**src/rtl/game_flow_controller.sv**
```systemverilog
// Screen-flow sequencer: start -> level -> win/game-over, with debounced start
// button, lives tracking and a blanked multi-frame transition between screens.
module game_flow_controller #(
  parameter int unsigned DEBOUNCE_CYCLES   = 250000,
  parameter int unsigned TRANSITION_FRAMES = 30,
  parameter int unsigned START_LIVES       = 3
) (
  input  logic       vga_clock,
  input  logic       reset,
  input  logic       frame_start,
  input  logic       start_button,
  input  logic       level_win,
  input  logic       level_lose,
  output logic [3:0] screen_select,
  output logic       blank,
  output logic       level_run,
  output logic       level_restart,
  output logic [1:0] lives
);

  localparam int unsigned DB_W = (DEBOUNCE_CYCLES > 1) ? $clog2(DEBOUNCE_CYCLES) : 1;
  localparam int unsigned FR_W = (TRANSITION_FRAMES > 1) ? $clog2(TRANSITION_FRAMES) : 1;
  localparam logic [DB_W-1:0] DB_LAST = DB_W'(DEBOUNCE_CYCLES - 1);
  localparam logic [FR_W-1:0] FR_LAST = FR_W'(TRANSITION_FRAMES - 1);
  localparam logic [1:0]      LIVES_INIT = 2'(START_LIVES);

  typedef enum logic [2:0] {S_START, S_TRANS, S_LEVEL, S_WIN, S_OVER} state_t;
  // Encoding doubles as the bit index of the target screen in screen_select.
  typedef enum logic [1:0] {T_START, T_LEVEL, T_WIN, T_OVER} target_t;

  logic            sync_1, sync_2, db_level, press;
  logic [DB_W-1:0] db_count;

  state_t          state, state_n;
  target_t         target, target_n;
  logic [FR_W-1:0] frame_cnt, frame_cnt_n;
  logic [1:0]      lives_n;
  logic [3:0]      select_n;
  logic            blank_n, run_n, restart_n;

  always_ff @(posedge vga_clock) begin
    if (!reset) begin
      sync_1   <= 1'b1;
      sync_2   <= 1'b1;
      db_level <= 1'b1;
      db_count <= '0;
      press    <= 1'b0;
    end else begin
      sync_1 <= start_button;
      sync_2 <= sync_1;
      press  <= 1'b0;
      if (sync_2 != db_level) begin
        if (db_count == DB_LAST) begin
          db_level <= sync_2;
          db_count <= '0;
          press    <= ~sync_2;
        end else begin
          db_count <= db_count + 1'b1;
        end
      end else begin
        db_count <= '0;
      end
    end
  end

  always_comb begin
    state_n     = state;
    target_n    = target;
    frame_cnt_n = frame_cnt;
    lives_n     = lives;
    case (state)
      S_START: if (press) begin
        state_n     = S_TRANS;
        target_n    = T_LEVEL;
        frame_cnt_n = '0;
        lives_n     = LIVES_INIT;
      end
      S_TRANS: if (frame_start) begin
        if (frame_cnt == FR_LAST) begin
          case (target)
            T_START: state_n = S_START;
            T_LEVEL: state_n = S_LEVEL;
            T_WIN:   state_n = S_WIN;
            default: state_n = S_OVER;
          endcase
        end else begin
          frame_cnt_n = frame_cnt + 1'b1;
        end
      end
      S_LEVEL: begin
        if (level_win) begin
          state_n     = S_TRANS;
          target_n    = T_WIN;
          frame_cnt_n = '0;
        end else if (level_lose) begin
          state_n     = S_TRANS;
          frame_cnt_n = '0;
          if (lives > 2'd1) begin
            lives_n  = lives - 2'd1;
            target_n = T_LEVEL;
          end else begin
            lives_n  = '0;
            target_n = T_OVER;
          end
        end
      end
      S_WIN, S_OVER: if (press) begin
        state_n     = S_TRANS;
        target_n    = T_START;
        frame_cnt_n = '0;
      end
      default: state_n = S_START;
    endcase
  end

  always_comb begin
    select_n  = 4'b0001;
    blank_n   = 1'b0;
    run_n     = 1'b0;
    restart_n = 1'b0;
    case (state)
      S_TRANS: begin
        select_n  = 4'b0001 << target;
        blank_n   = 1'b1;
        restart_n = (target == T_LEVEL);
      end
      S_LEVEL: begin
        select_n = 4'b0010;
        run_n    = 1'b1;
      end
      S_WIN:   select_n = 4'b0100;
      S_OVER:  select_n = 4'b1000;
      default: select_n = 4'b0001;
    endcase
  end

  always_ff @(posedge vga_clock) begin
    if (!reset) begin
      state         <= S_START;
      target        <= T_START;
      frame_cnt     <= '0;
      lives         <= '0;
      screen_select <= 4'b0001;
      blank         <= 1'b0;
      level_run     <= 1'b0;
      level_restart <= 1'b0;
    end else begin
      state         <= state_n;
      target        <= target_n;
      frame_cnt     <= frame_cnt_n;
      lives         <= lives_n;
      screen_select <= select_n;
      blank         <= blank_n;
      level_run     <= run_n;
      level_restart <= restart_n;
    end
  end

endmodule

```
**config.mk**
```make
export PLATFORM = sky130hd
export DESIGN_NAME = game_flow_controller
export DESIGN_NICKNAME = d
export VERILOG_FILES = /design/src/rtl/game_flow_controller.sv
export SDC_FILE = /design/constraint.sdc
export NUM_CORES = 1
export LEC_CHECK = 0
export BUFFER_PORTS_ARGS = -buffer_cell sky130_fd_sc_hd__clkbuf_2
export CORE_UTILIZATION = 35
export CTS_BUF_LIST = sky130_fd_sc_hd__clkbuf_4
export DETAILED_ROUTE_END_ITERATION = 10
export SLEW_MARGIN = 10
export SYNTH_ARGS = -nofsm -noshare
export SYNTH_HDL_FRONTEND = slang
export SYNTH_SLANG_ARGS = --single-unit
```
**constraint.sdc**
```tcl
create_clock -name vga_clock -period 1.73 [get_ports vga_clock]
set_clock_uncertainty 0.05 [all_clocks]
set_input_delay 0.0865 -clock vga_clock [delete_from_list [all_inputs] [get_ports vga_clock]]
set_output_delay 0.0865 -clock vga_clock [all_outputs]
set_load 0.05 [all_outputs]
```
**After elaboration in Yosys (flattened, before gate mapping)**

Cells that the tools add are included.
W data, S select, Z words.

- Register bits after elaboration: 41
- Input bits: 6
- Output and inout port bits: 9
- Logic and storage cells: 81

- Add/sub/neg operators: 3
- $lt $le $gt $ge: 1
- Eq/ne operators: 18
- Shifts and indexed selects: 1
- Muxes and demuxes: 27
- Bitwise logic cells: 3
- Reductions and logical operators: 15

Operator list:

| kind | count |
|---|---|
| $mux W5 | 5 |
| $add A18 B1 Y18 const B | 1 |
| $eq A18 B18 Y1 const B | 1 |
| $mux W2 | 9 |
| $pmux W3 S3 | 2 |
| $pmux W4 S4 | 1 |
| $mux W3 | 5 |
| $pmux W5 S3 | 1 |
| $ne A2 B2 Y1 const B | 7 |
| $reduce_and A4 Y1 | 3 |
| $eq A3 B2 Y1 const B | 2 |
| $pmux W2 S3 | 1 |
| $reduce_bool A3 Y1 | 2 |
| $reduce_or A3 Y1 | 2 |
| $add A5 B1 Y5 const B | 1 |
| $eq A5 B5 Y1 const B | 1 |
| $reduce_and A5 Y1 | 1 |
| $pmux W2 S2 | 1 |
| $reduce_and A2 Y1 | 2 |
| $shl A1 B2 Y4 const A | 1 |
| $eq A3 B1 Y1 const B | 1 |
| $eq A3 B3 Y1 const B | 1 |
| $logic_not A3 Y1 | 1 |
| $ne A3 B3 Y1 const B | 1 |
| other kinds (12) | 15 |

**Depth between registers and ports, before layout**

Gate-level depths: netlist of the first run.

- Word-level depth: 5
- Gate-level depth with buffers: 7
- Mapped depth without buffers: 6

**Worst setup path after synthesis of the first run**

No wires, ideal clock.

- Kind: register -> register
- From: register db_count[5]
- To: register db_count[13]
- Library setup time: 0.115 ns
- Arrival time: 1.517 ns
- Required time: 1.565 ns
- Slack: 0.048 ns
- Stages on the path, launching flop included: 7
- Buffers on the path: 2
- Period minus slack after synthesis: 1.682 ns
- Cell sequence: dfxtp_1 buf_6 nor4_4 nand2_1 o41ai_4 buf_6 nor2_1

- Word-level cells in the longest chain between the ends: 2
- Elaborated cells on any way between the ends: 3
- Those cells by class: add/sub (1); eq/ne (1); reduce/logical (1)

RTL lines:

| item | line | source |
|---|---|---|
| start: declaration | 32 | `logic [DB_W-1:0] db_count;` |
| start signal: assignment | 58 | `db_count <= db_count + 1'b1;` |
| parallel branches: the longest is 2 deep, another holds $add A18 B1 Y18 | n/a |  |

Several ways; the timed one is not identified.
A chain may end at the register's enable or synchronous reset.

**Final worst setup path of the first run**

- From: register db_count[10]
- To: register db_count[17]

The elaborated chain is that of the path after synthesis.

==> results of run 1 <==
-- registers in the layout, indices dropped and copies added (netlist names) --
| name | count |
|---|---|
| blank | 1 |
| db_count | 18 |
| db_level | 1 |
| frame_cnt | 5 |
| level_restart | 1 |
| level_run | 1 |
| lives | 2 |
| press | 1 |
| screen_select | 4 |
| state | 3 |
| sync_1 | 1 |
| sync_2 | 1 |
| target | 2 |
-- layer usage --
layer,up-vias,GRT usage (%),routed length (microns)
li1,886,-,-
met1,805,18.5,1950
met2,25,26.5,1950
met3,6,3.18,127
met4,0,5.09,53
met5,-,0,0
-- final cells by class --
class / count / area (sq um) / share of cell area, %
repair buffers: 39 / 260 / 10.8
clock inverters: 2 / 33.8 / 1.40
clock buffers: 6 / 45.0 / 1.87
inverters: 10 / 37.5 / 1.56
flip-flops and latches: 41 / 831 / 34.5
multi-input cells: 167 / 1110 / 46.1
well taps: 72 / 90.1 / 3.74
-- tightest hold or removal path, cell delays in order --
cell	delay (ns)
sky130_fd_sc_hd__clkbuf_2	0.09
sky130_fd_sc_hd__buf_4	0.17
sky130_fd_sc_hd__nand2b_1	0.07
-- report_power, final --
part	internal [mW]	total, mW	switching (mW)
registers	0.946	0.948	0.00140
logic	0.0154	0.0367	0.0212
clock network	0.317	0.632	0.315
-- cells in the final DEF, fill, tap and decap left out, types with 3 or more instances in the layout --
cell / netlist / routed
sky130_fd_sc_hd__ha_1: 8 / 8
sky130_fd_sc_hd__buf_4: 0 / 24
sky130_fd_sc_hd__xnor2_1: 11 / 11
sky130_fd_sc_hd__dfxtp_1: 41 / 33
sky130_fd_sc_hd__nor4_1: 5 / 4
sky130_fd_sc_hd__mux2i_1: 3 / 3
sky130_fd_sc_hd__o21ai_0: 7 / 7
sky130_fd_sc_hd__a31oi_1: 3 / 3
sky130_fd_sc_hd__a21oi_1: 13 / 13
sky130_fd_sc_hd__clkbuf_4: 0 / 6
sky130_fd_sc_hd__nor3_1: 8 / 8
sky130_fd_sc_hd__nor2_1: 27 / 27
sky130_fd_sc_hd__and3_1: 5 / 4
sky130_fd_sc_hd__nand4_1: 3 / 3
sky130_fd_sc_hd__dfxtp_2: 0 / 8
sky130_fd_sc_hd__or4_1: 4 / 4
sky130_fd_sc_hd__nor2b_1: 6 / 6
sky130_fd_sc_hd__nand3_1: 10 / 10
sky130_fd_sc_hd__nand2_1: 15 / 15
sky130_fd_sc_hd__o31ai_1: 5 / 5
sky130_fd_sc_hd__inv_1: 10 / 10
sky130_fd_sc_hd__xor2_1: 3 / 3
sky130_fd_sc_hd__nand2b_1: 4 / 4
sky130_fd_sc_hd__clkbuf_2: 0 / 14
-- worst paths after layout --
| kind | endpoint | slack (ns) |
|---|---|---|
| min | sync_2 | 0.06 |
| max reg2reg | db_count[17] | 0.12 |
| min reg2reg | sync_2 | 0.37 |
| max | db_count[17] | 0.12 |
-- metrics by stage --
stage / hold WS (ns) / std cells
finish: 0.0581 / 337
global route: 0.0489 / 337
global placement: 0.230 / 328
detailed placement: 0.235 / 328
floorplan: 0.110 / 229
CTS: 0.0520 / 337
-- logic make-up after synthesis --
family | share of synthesized area [%]
AO/OA/AOI/OAI | 13.3
multiplexers | 1.49
adder cells (fa/ha/maj) | 4.98
buffers and inverters | 4.79
XOR/XNOR | 6.10
flip-flops | 40.8
AND/OR/NAND/NOR | 28.5
-- repair_timing --
item                                   4_1_cts  5_1_grt
setup endpoints to repair                    1       13
gates resized for setup                      1       12
pin swaps                                    0        0
hold buffers                                 1        0
endpoints found under the hold margin        1        0
setup buffers                                0        0
==> impl_metrics.env, run 1 <==
export IMPL_area_growth_syn_to_layout_pct=19.9
export IMPL_buffer_ports_inserted=14
export IMPL_cpLargestDelayFamily="simple AND/OR/NAND/NOR gates"
export IMPL_edff_count_synth=0
export IMPL_power_leakage_nw=0.870
export IMPL_rr_worst_depth=4
export IMPL_crit_start="db_count[10]"
export IMPL_finalSetupViolCount=0
export IMPL_critical_path_peak_fanout=6
export IMPL_post_layout_min_period_ns=1.61
export IMPL_setup_tns_final_ns=0
export IMPL_crit_path_end_kind="flop"
export IMPL_placement_setup_worst_slack_ns=0.00724
export IMPL_synth_avg_cell_area_sq_um=8.77
export IMPL_diodes=0
export IMPL_critical_path_required_ns=1.98
export IMPL_grt_start_max_net_pins=14
export IMPL_cpMaxStageDelayCell="sky130_fd_sc_hd__or4b_1"
export IMPL_fin_hold_viols=0
export IMPL_detailed_place_area_sq_um=2290
export IMPL_syn_cell_area_sq_um=2010
export IMPL_ir_worst_vdd_mv=0.277
export IMPL_grt_pass1_vias=1630
export IMPL_crit_reg2reg_launch="db_count[10]"
export IMPL_routed_via_density=5.11
export IMPL_dieHeight_microns=77.8
export IMPL_worst_path_cell_trace="nand4_1 -> or2_1 -> or4b_1 -> a21oi_1"
export IMPL_postSynthNetCount=243
export IMPL_wl_per_cell_microns=12.1
export IMPL_cts_made_buffers=5
export IMPL_fillers=549
export IMPL_num_vias=1722
export IMPL_post_layout_total_power_mw=1.62
export IMPL_timing_setup_critical_path_class="flop to flop"
export IMPL_hold_path_startpoint="reset"
export IMPL_grt_antenna_before_repair=0
export IMPL_synthFlopType="sky130_fd_sc_hd__dfxtp_1"
export IMPL_drtPass1Iterations=4
export IMPL_synth_most_common_cell="sky130_fd_sc_hd__dfxtp_1"
export IMPL_grt_setup_unrepaired="no"
export IMPL_synth_warnings=0
export IMPL_clock_latency_of_the_later_clocked_register_in_the_worst_skew_pair_ns=0.35
export IMPL_drv_slew=0
export IMPL_global_route_wire_length_before_repair_microns=7290
export IMPL_netlist_top_cells_area="sky130_fd_sc_hd__dfxtp_1 41%, sky130_fd_sc_hd__nor2_1 5.0%, sky130_fd_sc_hd__ha_1 5.0%"
export IMPL_final_worst_path_cycle_share_pct=93.2
export IMPL_hold_class="input port to flop"
export IMPL_final_core_utilization_pct=43.7
export IMPL_slew_headroom_pct=73.2
export IMPL_tritoncts_clock_tree="built"
export IMPL_status="finished clean"
export IMPL_i_o_pin_count=15
export IMPL_yosysTopAreaCellShare_pct=40.8
export IMPL_worst_slack_ns=0.118
export IMPL_fp_dieW_microns=77.8
export IMPL_cts_root_buffer_cell="sky130_fd_sc_hd__clkbuf_4"
export IMPL_fp_row_count=27
export IMPL_slowest_delay_ns=0.50
export IMPL_cts_max_path_buffers=2
export IMPL_synth_top_cells_by_count="41 x sky130_fd_sc_hd__dfxtp_1, 27 x sky130_fd_sc_hd__nor2_1, 15 x sky130_fd_sc_hd__nand2_1, 13 x sky130_fd_sc_hd__a21oi_1, 11 x sky130_fd_sc_hd__xnor2_1"
export IMPL_finish_net_count=278
export IMPL_cap_viol_max_count=0
export IMPL_post_dp_hpwl_microns=2980
export IMPL_route_final_wire_length_microns=4080
export IMPL_drive_above_1_share_pct=24.2
export IMPL_synthDistinctLibCells=46
export IMPL_starting_density_of_the_core_pct=36.5
export IMPL_worst_endpoint_arrival_ns=1.86
export IMPL_synth_top_cell_by_area="sky130_fd_sc_hd__dfxtp_1"
export IMPL_cts_num_sinks=41
export IMPL_layout_cell_area_non_filler_sq_um=2410
export IMPL_detailedRoute_firstIterationViolations=59
export IMPL_timing_fmax_mhz=620
export IMPL_die_area_sq_um=6050
export IMPL_holdPathStages=3
export IMPL_worstSetupPathDepth=4
export IMPL_synth_seq_cells=41
export IMPL_synth_seq_area_share_pct=40.8
export IMPL_placeableCoreArea_sq_um=5510
export IMPL_critPathLaunchType="flop"
export IMPL_netlist_instances=229
export IMPL_grt_overflow_total=0
export IMPL_async_flop_share_pct=0
export IMPL_power_density_nw_per_um2=671
export IMPL_antenna_violating_nets_remaining=0
export IMPL_drc_violations_left=0
export IMPL_worst_slew_pin_slew_ns=0.399
export IMPL_cp_buffers_inverters=0
export IMPL_gpl_final_weighted_congestion=0.799
export IMPL_clkSlewWorstSetupHoldPaths_ns=0.13
export IMPL_cts_htree_levels=2
export IMPL_grtUsageTotal_pct=15.2
No activity file was read; power rests on OpenSTA's default activity.
==> run 2, diff against run 1 <==
--- a/config.mk
+++ b/config.mk
@@ -6,9 +6,11 @@
 export NUM_CORES = 1
 export LEC_CHECK = 0
 export BUFFER_PORTS_ARGS = -buffer_cell sky130_fd_sc_hd__clkbuf_2
+export CORE_MARGIN = 1
 export CORE_UTILIZATION = 35
 export CTS_BUF_LIST = sky130_fd_sc_hd__clkbuf_4
 export DETAILED_ROUTE_END_ITERATION = 10
+export HOLD_SLACK_MARGIN = 0.06
 export SLEW_MARGIN = 10
 export SYNTH_ARGS = -nofsm -noshare
 export SYNTH_HDL_FRONTEND = slang
==> run 2 against run 1 <==
Largest power group unchanged; fmax grew 0.28%; wire length is 0.25% lower; clock power about the same; critical path depth grew 2; flip-flop and latch count stayed put; total power grew 0.22%; combinational power rose by 9.3%; clock-buffer cell count unchanged; highest routed layer unchanged; setup slack better by 0.0046 ns; via count increased by 0.29%.
==> impl_metrics.env, run 2 (synthesis results as in run 1) <==
export IMPL_status="finished clean"
export IMPL_fp_dieW_microns=77.8
export IMPL_drv_slew=0
export IMPL_tritoncts_clock_tree="built"
export IMPL_diodes=0
export IMPL_clkSlewWorstSetupHoldPaths_ns=0.12
export IMPL_registers_top_by_ff_count="db_count"
export IMPL_final_worst_path_cycle_share_pct=92.9
export IMPL_reg2reg_setup_slack_ns=0.12
export IMPL_route_final_wire_length_microns=4070
export IMPL_crit_reg2reg_launch="frame_cnt[1]"
export IMPL_cts_num_sinks=41
export IMPL_critical_path_required_ns=1.91
export IMPL_fin_hold_viols=0
export IMPL_dieHeight_microns=77.8
export IMPL_critical_path_peak_fanout=7
export IMPL_power_leakage_nw=0.877
export IMPL_most_used_cells_in_the_layout_excluding_fill_and_tap_cells="33 x sky130_fd_sc_hd__dfxtp_1, 27 x sky130_fd_sc_hd__nor2_1, 24 x sky130_fd_sc_hd__buf_4"
export IMPL_ir_worst_vdd_mv=0.277
export IMPL_crit_path_end_kind="flop"
export IMPL_cts_htree_levels=2
export IMPL_buffer_ports_inserted=14
export IMPL_worst_slew_pin_slew_ns=0.398
export IMPL_global_route_wire_length_before_repair_microns=7340
export IMPL_cap_viol_max_count=0
export IMPL_cts_root_buffer_cell="sky130_fd_sc_hd__clkbuf_4"
export IMPL_post_dp_hpwl_microns=2980
export IMPL_finish_net_count=280
export IMPL_i_o_pin_count=15
export IMPL_starting_density_of_the_core_pct=36.5
export IMPL_cts_max_path_buffers=2
export IMPL_antenna_violating_nets_remaining=0
export IMPL_setup_tns_final_ns=0
export IMPL_holdPathStages=3
export IMPL_timing_setup_critical_path_class="flop to flop"
export IMPL_die_area_sq_um=6050
export IMPL_num_vias=1727
export IMPL_mostFrequentLayoutCell="sky130_fd_sc_hd__dfxtp_1"
export IMPL_post_layout_total_power_mw=1.62
export IMPL_gpl_final_weighted_congestion=0.799
export IMPL_cts_made_buffers=5
export IMPL_power_density_nw_per_um2=667
export IMPL_drtPass1Iterations=4
export IMPL_drive_above_1_share_pct=24.0
export IMPL_routed_via_density=5.09
export IMPL_placeableCoreArea_sq_um=5510
export IMPL_number_of_flip_flops_under_the_largest_register_name=18
export IMPL_detailedRoute_firstIterationViolations=62
export IMPL_critPathLaunchType="flop"
export IMPL_finalSetupViolCount=0
export IMPL_rr_worst_depth=6
export IMPL_post_layout_min_period_ns=1.61
export IMPL_wl_per_cell_microns=12.0
export IMPL_grtUsageTotal_pct=15.3
export IMPL_min_delay_worst_endpoint="target[1]"
export IMPL_drc_violations_left=0
export IMPL_timing_fmax_mhz=622
export IMPL_area_growth_syn_to_layout_pct=20.9
export IMPL_slew_headroom_pct=73.2
export IMPL_worst_endpoint_arrival_ns=1.79
export IMPL_grt_start_max_net_pins=14
export IMPL_clock_latency_of_the_later_clocked_register_in_the_worst_skew_pair_ns=0.35
export IMPL_grt_overflow_total=0
export IMPL_r2r_end="frame_cnt[2]"
export IMPL_fp_row_count=27
export IMPL_grt_pass1_vias=1648
export IMPL_top_regs="db_count x18, frame_cnt x5, screen_select x4"
export IMPL_grt_setup_unrepaired="no"
export IMPL_grt_antenna_before_repair=0
export IMPL_hold_path_startpoint="level_win"
export IMPL_hold_class="input port to flop"
[run 2: changes by cell type in the layout (fill, tap and decap cells not counted), sizes merged]
cell and change:
dlygate4sd3 +2
[run 2: stage by stage]
stage	hold WS [ns]	setup WS [ns]	std cells	instance area, sq um	util (%)
floorplan	0.110	0.0485	229	2010	-
global placement	0.230	0.0582	328	2290	41.6
detailed placement	0.235	0.00724	328	2290	41.6
CTS	0.114	0.0328	339	2400	43.6
global route	0.129	0.00336	339	2430	44.1
finish	0.136	0.123	339	2430	44.1
[run 2: worst max-delay path by stage]
| stage | start | endpoint | slack, ns | cells after the start |
|---|---|---|---|---|
| after floorplan | db_count[5] | db_count[13] | 0.05 | 6 |
| after detailed placement | frame_cnt[1] | frame_cnt[2] | 0.007 | 6 |
| after global routing | db_count[10] | db_count[17] | 0.003 | 4 |
| final | frame_cnt[1] | frame_cnt[2] | 0.12 | 6 |
| after global placement | state[1] | target[1] | 0.06 | 5 |
| after CTS | state[1] | target[1] | 0.03 | 5 |
[run 2: final cells by class]
| cell class | count | area, sq um |
|---|---|---|
| Clock inverter | 2 | 33.8 |
| Inverter | 10 | 37.5 |
| Fill cell | 548 | 3080 |
| Timing Repair Buffer | 41 | 280 |
| Sequential cell | 41 | 831 |
| Tap cell | 72 | 90.1 |
| Multi-Input combinational cell | 167 | 1110 |
| Clock buffer | 6 | 45.0 |
[run 2: power by group]
part	leakage [nW]	switching, mW	internal, mW
clock	0.0433	0.315	0.317
combinational	0.499	0.0218	0.0184
sequential	0.335	0.00141	0.946
[run 2: routing by layer]
metal / track usage [%] / share of wire [%] / wire [microns]
met3: 3.18 / 3.1 / 125
met2: 26.7 / 48 / 1950
met4: 5.09 / 1.3 / 53
met5: 0 / 0 / 0
met1: 18.5 / 48 / 1940
[run 2: timing repair]
action | CTS | global route
resized for setup | 1 | 12
setup endpoints to repair | 1 | 13
hold buffers | 3 | 0
setup buffers | 0 | 0
endpoints found under the hold margin | 2 | 0
[run 2: worst max-delay path, cell delays in order (launching register included)]
cell                       delay (ns)
sky130_fd_sc_hd__dfxtp_2         0.36
sky130_fd_sc_hd__inv_1           0.05
sky130_fd_sc_hd__ha_1            0.17
sky130_fd_sc_hd__and4_2          0.29
sky130_fd_sc_hd__a221oi_2        0.25
sky130_fd_sc_hd__and3_4          0.24
sky130_fd_sc_hd__a311oi_1        0.08
